### config.mk
export PLATFORM = sky130hd
export DESIGN_NAME = usb_rx_pkt_ctrl
export DESIGN_NICKNAME = d
export VERILOG_FILES = /design/src/rtl/usb_rx_pkt_ctrl.sv
export SDC_FILE = /design/constraint.sdc
export NUM_CORES = 1
export LEC_CHECK = 0
export ABC_AREA = 0
export CAP_MARGIN = 20
export CORE_AREA = 2 2 84 54
export DETAILED_ROUTE_END_ITERATION = 12
export DIE_AREA = 0 0 86 56
export GPL_TIMING_DRIVEN = 0
export PLACE_DENSITY = 0.74
export SLEW_MARGIN = 10
export SYNTH_ARGS = -nofsm -noshare
export SYNTH_HDL_FRONTEND = slang
export SYNTH_SLANG_ARGS = --single-unit
### constraint.sdc
create_clock -name clk -period 2.4 [get_ports clk]
set_input_delay 0.24 -clock clk [delete_from_list [all_inputs] [get_ports clk]]
set_output_delay 0.24 -clock clk [all_outputs]
set_load 0.005 [all_outputs]
### src/rtl/usb_rx_pkt_ctrl.sv
// USB receive packet controller: PID validation, field counting and CRC qualification.
// Optional build macro USB_RX_LEN_CHECK_EN enables the per-type packet length rules.
module usb_rx_pkt_ctrl #(
    parameter int MAX_DATA = 64,
    parameter int CW       = 7
) (
    input  logic          clk,
    input  logic          rst,
    input  logic          byte_valid,
    input  logic [7:0]    byte_data,
    input  logic          eop,
    input  logic          rx_err,
    input  logic          crc_ok,
    output logic [7:0]    pid_o,
    output logic [2:0]    pkt_type,
    output logic          crc_sel,
    output logic          crc_clear,
    output logic          crc_shift,
    output logic          pay_valid,
    output logic [7:0]    pay_data,
    output logic [CW-1:0] byte_cnt,
    output logic          pkt_done,
    output logic          pkt_err,
    output logic [2:0]    err_code
);
    localparam logic [2:0] S_IDLE  = 3'd0;
    localparam logic [2:0] S_BODY  = 3'd1;
    localparam logic [2:0] S_CHECK = 3'd2;
    localparam logic [2:0] S_DONE  = 3'd3;
    localparam logic [2:0] S_ERR   = 3'd4;
    localparam logic [2:0] S_DRAIN = 3'd5;

    localparam logic [2:0] T_TOKEN   = 3'b000;
    localparam logic [2:0] T_DATA    = 3'b001;
    localparam logic [2:0] T_HANDSHK = 3'b010;
    localparam logic [2:0] T_SPECIAL = 3'b011;
    localparam logic [2:0] T_INVALID = 3'b100;

    localparam logic [2:0] E_PID  = 3'b001;
    localparam logic [2:0] E_LEN  = 3'b010;
    localparam logic [2:0] E_CRC  = 3'b011;
    localparam logic [2:0] E_RX   = 3'b100;
    localparam logic [2:0] E_OVFL = 3'b101;

    localparam logic [CW-1:0] CNT_ZERO     = '0;
    localparam logic [CW-1:0] CNT_TWO      = CW'(2);
    localparam logic [CW-1:0] CNT_DATA_MAX = CW'(MAX_DATA + 2);
    localparam logic [CW-1:0] CNT_SAT      = '1;

    logic [2:0]    state_reg, state_next;
    logic [7:0]    pid_reg, pid_next;
    logic [2:0]    type_reg, type_next;
    logic          crc_sel_reg, crc_sel_next;
    logic          crc_clear_reg, crc_clear_next;
    logic          crc_shift_reg, crc_shift_next;
    logic          pay_valid_reg, pay_valid_next;
    logic [7:0]    pay_data_reg, pay_data_next;
    logic [CW-1:0] cnt_reg, cnt_next;
    logic [2:0]    err_reg, err_next;
    logic          eop_seen_reg, eop_seen_next;
    logic          len_ok, len_check_en;
    logic [2:0]    pid_type;
    logic          pid_bad;

    function automatic logic [2:0] decode_type(input logic [3:0] p);
        if (p[2:0] == 3'b001)                      return T_TOKEN;
        else if (p[2:0] == 3'b011)                 return T_DATA;
        else if (p[2:0] == 3'b010)                 return T_HANDSHK;
        else if (p[1:0] == 2'b00 && p[3:2] != 2'b00) return T_SPECIAL;
        else                                       return T_INVALID;
    endfunction

`ifdef USB_RX_LEN_CHECK_EN
    assign len_check_en = 1'b1;
`else
    assign len_check_en = 1'b0;
`endif

    assign pid_type = decode_type(byte_data[3:0]);
    assign pid_bad  = (byte_data[7:4] != ~byte_data[3:0]) || (pid_type == T_INVALID);

    always_comb begin
        len_ok = 1'b0;
        case (type_reg)
            T_TOKEN:   len_ok = (cnt_reg == CNT_TWO);
            T_HANDSHK: len_ok = (cnt_reg == CNT_ZERO);
            T_DATA:    len_ok = (cnt_reg >= CNT_TWO) && (cnt_reg <= CNT_DATA_MAX);
            T_SPECIAL: len_ok = (cnt_reg == CNT_ZERO) || (cnt_reg == CNT_TWO);
            default:   len_ok = 1'b0;
        endcase
    end

    always_comb begin
        state_next     = state_reg;
        pid_next       = pid_reg;
        type_next      = type_reg;
        crc_sel_next   = crc_sel_reg;
        crc_clear_next = 1'b0;
        crc_shift_next = 1'b0;
        pay_valid_next = 1'b0;
        pay_data_next  = pay_data_reg;
        cnt_next       = cnt_reg;
        err_next       = err_reg;
        eop_seen_next  = eop_seen_reg;
        case (state_reg)
            S_IDLE: begin
                if (byte_valid) begin
                    pid_next       = byte_data;
                    type_next      = pid_bad ? T_INVALID : pid_type;
                    crc_sel_next   = !pid_bad && (pid_type == T_DATA);
                    crc_clear_next = 1'b1;
                    cnt_next       = '0;
                    err_next       = 3'b000;
                    if (pid_bad) begin
                        state_next    = S_ERR;
                        err_next      = E_PID;
                        eop_seen_next = eop;
                    end else begin
                        state_next = S_BODY;
                    end
                end
            end
            S_BODY: begin
                if (rx_err) begin
                    state_next    = S_ERR;
                    err_next      = E_RX;
                    eop_seen_next = eop;
                end else if (byte_valid && cnt_reg == CNT_SAT) begin
                    state_next    = S_ERR;
                    err_next      = E_OVFL;
                    eop_seen_next = eop;
                end else begin
                    // A byte arriving alongside eop is counted before CHECK sees the length.
                    if (byte_valid) begin
                        cnt_next       = cnt_reg + 1'b1;
                        crc_shift_next = 1'b1;
                        if (type_reg == T_DATA) begin
                            pay_valid_next = 1'b1;
                            pay_data_next  = byte_data;
                        end
                    end
                    if (eop) state_next = S_CHECK;
                end
            end
            S_CHECK: begin
                eop_seen_next = 1'b1;
                if (len_check_en && !len_ok) begin
                    state_next = S_ERR;
                    err_next   = E_LEN;
                end else if (cnt_reg != CNT_ZERO && !crc_ok) begin
                    state_next = S_ERR;
                    err_next   = E_CRC;
                end else begin
                    state_next = S_DONE;
                end
            end
            S_DONE:  state_next = S_IDLE;
            // An eop landing in the ERR cycle itself also closes the packet.
            S_ERR:   state_next = (eop_seen_reg || eop) ? S_IDLE : S_DRAIN;
            S_DRAIN: if (eop) state_next = S_IDLE;
            default: state_next = S_IDLE;
        endcase
    end

    always_ff @(posedge clk) begin
        if (rst) begin
            state_reg     <= S_IDLE;
            pid_reg       <= 8'h00;
            type_reg      <= T_INVALID;
            crc_sel_reg   <= 1'b0;
            crc_clear_reg <= 1'b0;
            crc_shift_reg <= 1'b0;
            pay_valid_reg <= 1'b0;
            pay_data_reg  <= 8'h00;
            cnt_reg       <= '0;
            err_reg       <= 3'b000;
            eop_seen_reg  <= 1'b0;
        end else begin
            state_reg     <= state_next;
            pid_reg       <= pid_next;
            type_reg      <= type_next;
            crc_sel_reg   <= crc_sel_next;
            crc_clear_reg <= crc_clear_next;
            crc_shift_reg <= crc_shift_next;
            pay_valid_reg <= pay_valid_next;
            pay_data_reg  <= pay_data_next;
            cnt_reg       <= cnt_next;
            err_reg       <= err_next;
            eop_seen_reg  <= eop_seen_next;
        end
    end

    assign pid_o     = pid_reg;
    assign pkt_type  = type_reg;
    assign crc_sel   = crc_sel_reg;
    assign crc_clear = crc_clear_reg;
    assign crc_shift = crc_shift_reg;
    assign pay_valid = pay_valid_reg;
    assign pay_data  = pay_data_reg;
    assign byte_cnt  = cnt_reg;
    assign err_code  = err_reg;
    assign pkt_done  = (state_reg == S_DONE);
    assign pkt_err   = (state_reg == S_ERR);
endmodule

==> metrics.cfg <==
[routing]
wl_um=4620
via_count=1721
first_pass_iters=4
routed_via_density=5.53
drcViolationCount=0
ant_nets=0
first_iter_violations=132
wl_per_cell_um=14.9

[layout]
seqCellArea_um2=741
synthToLayoutAreaGrowth_pct=36.4
diodes=0
layout-drive-gt1-share=0.0728
fin_area_um2=2380
multiInputGateArea_um2=925
nets=276
fin_cells=311
utilization=0.597
fillerInstances=381

[placed_design]
port_buffers=45
hpwl_um=3380
placed_area_um2=2260
dp_slack_ps=-15.4
gp_congestion=0.893
placed_cells_incl_taps=303

[timing]
fmax_mhz=472
finalHoldViolations=0
clock_skew_ps=5.76
max_slew.worst_pin.slew_ps=987
maxSlewViolCount=0
rsz0062_at_grt=no
slew_headroom=0.334
setup_violations=0
post-route-period-util=0.883
finalSetupTns_ps=0
setup_ws_ps=280
fin_crit_ps=2120

[clock_tree]
clock_latency_ps=300
postCtsResizedCells=0
cts_tree=yes
cts_sinks=37
clkSlewWorstSetupHoldPaths_ps=80
cts_buffers=5
htree_levels=2
post-cts-setup-buffers=0
cts_root_buffer=clkbuf_8
clock_path_buffers=2
cts_hold_buf=0

[die]
num_rows=18
die_area_um2=4820
core_um2=3990
start_util=0.438
die_h_um=56
pin_count=49
fp.dieW_um=86

[worst_setup_path]
crit_path_end_kind=flop
startpoint=byte_cnt[0]
worstSetupPathType=reg2reg
startpoint_type=flop
crit_fanout=5
r2r_slack_ps=280
r2r-start=byte_cnt[0]
worstReg2RegEnd=byte_cnt[5]
endpoint=byte_cnt[5]
cp.arrival_ps=2310
ff2ff_path_depth=6
critPathRequiredTime_ps=2590

[run]
max_cap_viol_count=0

[synth]
postSynthNetCount=224
synthFlopType=dfxtp_1
synth_edf_count=0
ys_warn_count=0
yosysUniqueCellTypes=47
synth.top_cell.area_share=0.424
syn_inst=208
ys_seq_elements=37
syn_area_um2=1750
synth_top_area_cell=dfxtp_1
async_reset_ff_frac=0
syn_area_per_cell_um2=8.39
synthTopCellsByArea=dfxtp_1, nor2_1, nand2_1
synth-seq-area-share=0.424

[global_route]
grt_max_degree=13
grt_pass1_vias=1539
antenna_found_initial=0
grt.overflow.total=0
grt_pass1_wl_um=7660
grt_use_total=0.206

[power]
leakage_nw=0.837
ir_drop_mv=0.319
p_per_area_nw_per_um2=606

[status]
status=completed

[min_path]
min_path_type=in2reg

==> where the power goes <==
| part | internal (W) | switching (W) | total (W) |
|---|---|---|---|
| Sequential | 0.000636 | 0.0000135 | 0.000650 |
| Combinational | 0.0000981 | 0.000118 | 0.000217 |
| Clock | 0.000338 | 0.000238 | 0.000576 |
==> metrics by stage <==
stage / hold slack, ps / power [W]
6_report: 257 / 0.00144
5_1_grt: 263 / 0.00151
4_1_cts: 244 / 0.00145
3_5_place_dp: 451 / 0.000878
3_3_place_gp: 445 / 0.000875
2_1_floorplan: 323 / 0.000779
==> worst min-delay path by stage <==
stage	startpoint	endpoint	slack [ps]	cells past startpoint
floorplan	rst	err_code[0]	320	1
global placement	pid_o[5]	pid_o[5]	450	2
detailed placement	pid_o[3]	pid_o[3]	450	2
CTS	byte_data[0]	pid_o[0]	240	3
global route	byte_data[1]	pid_o[1]	260	3
finish	byte_data[1]	pid_o[1]	260	3
==> area by class of cell <==
class | instances | share of cell area
buffer | 10 | 0.0236
clock buffer | 6 | 0.0347
clock inverter | 2 | 0.0158
inverter | 7 | 0.0110
multi-input combinational | 154 | 0.388
sequential | 37 | 0.311
tap | 50 | 0.0263
timing repair buffer | 45 | 0.189
==> cells by family after synthesis <==
kind of cell	after synthesis	share of synthesized area
AO/OA/AOI/OAI	52	0.201
XOR/XNOR	6	0.0301
adder cells (fa/ha/maj)	2	0.0143
buffers and inverters	17	0.0473
flip-flops	37	0.424
multiplexers	8	0.0459
AND/OR/NAND/NOR	86	0.237
==> per-layer routing <==
layer  global-route usage  part of all wire  vias up
li1                     -                 -      852
met4               0.0408            0.0056        0
met3               0.0801             0.080        4
met2                0.255              0.38       61
met5                    0                 0        -
met1                0.325              0.53      804
==> critical path, stage by stage (launching register included) <==
cell	delay (ps)
dfxtp_1	420
ha_1	310
o31ai_1	110
o311ai_0	820
nor4_1	120
xnor2_1	180
nor2_1	50
==> synth_stat cells (3+ instances only) <==
library cell and instances:
clkbuf_1 5, o21ai_0 11, xor2_1 4, o31ai_1 3, nand2_1 22, or3_1 3, nand2b_1 5, nor4_1 4
a21oi_1 15, nor3_1 5, inv_1 7, dfxtp_1 37, nor2_1 30, mux2i_1 8, nand3_1 4
==> placed cells by master, fill, tap and decap left out, types with 4 or more instances in the layout <==
| cell type | instances |
|---|---|
| a21oi_1 | 15 |
| clkbuf_1 | 5 |
| clkbuf_8 | 6 |
| clkdlybuf4s50_1 | 45 |
| dfxtp_1 | 37 |
| inv_1 | 7 |
| mux2i_1 | 8 |
| nand2_1 | 22 |
| nand2b_1 | 5 |
| nand3_1 | 4 |
| nor2_1 | 29 |
| nor3_1 | 5 |
| nor4_1 | 4 |
| o21ai_0 | 11 |
| xor2_1 | 4 |
No activity file was read; power rests on OpenSTA's default activity.
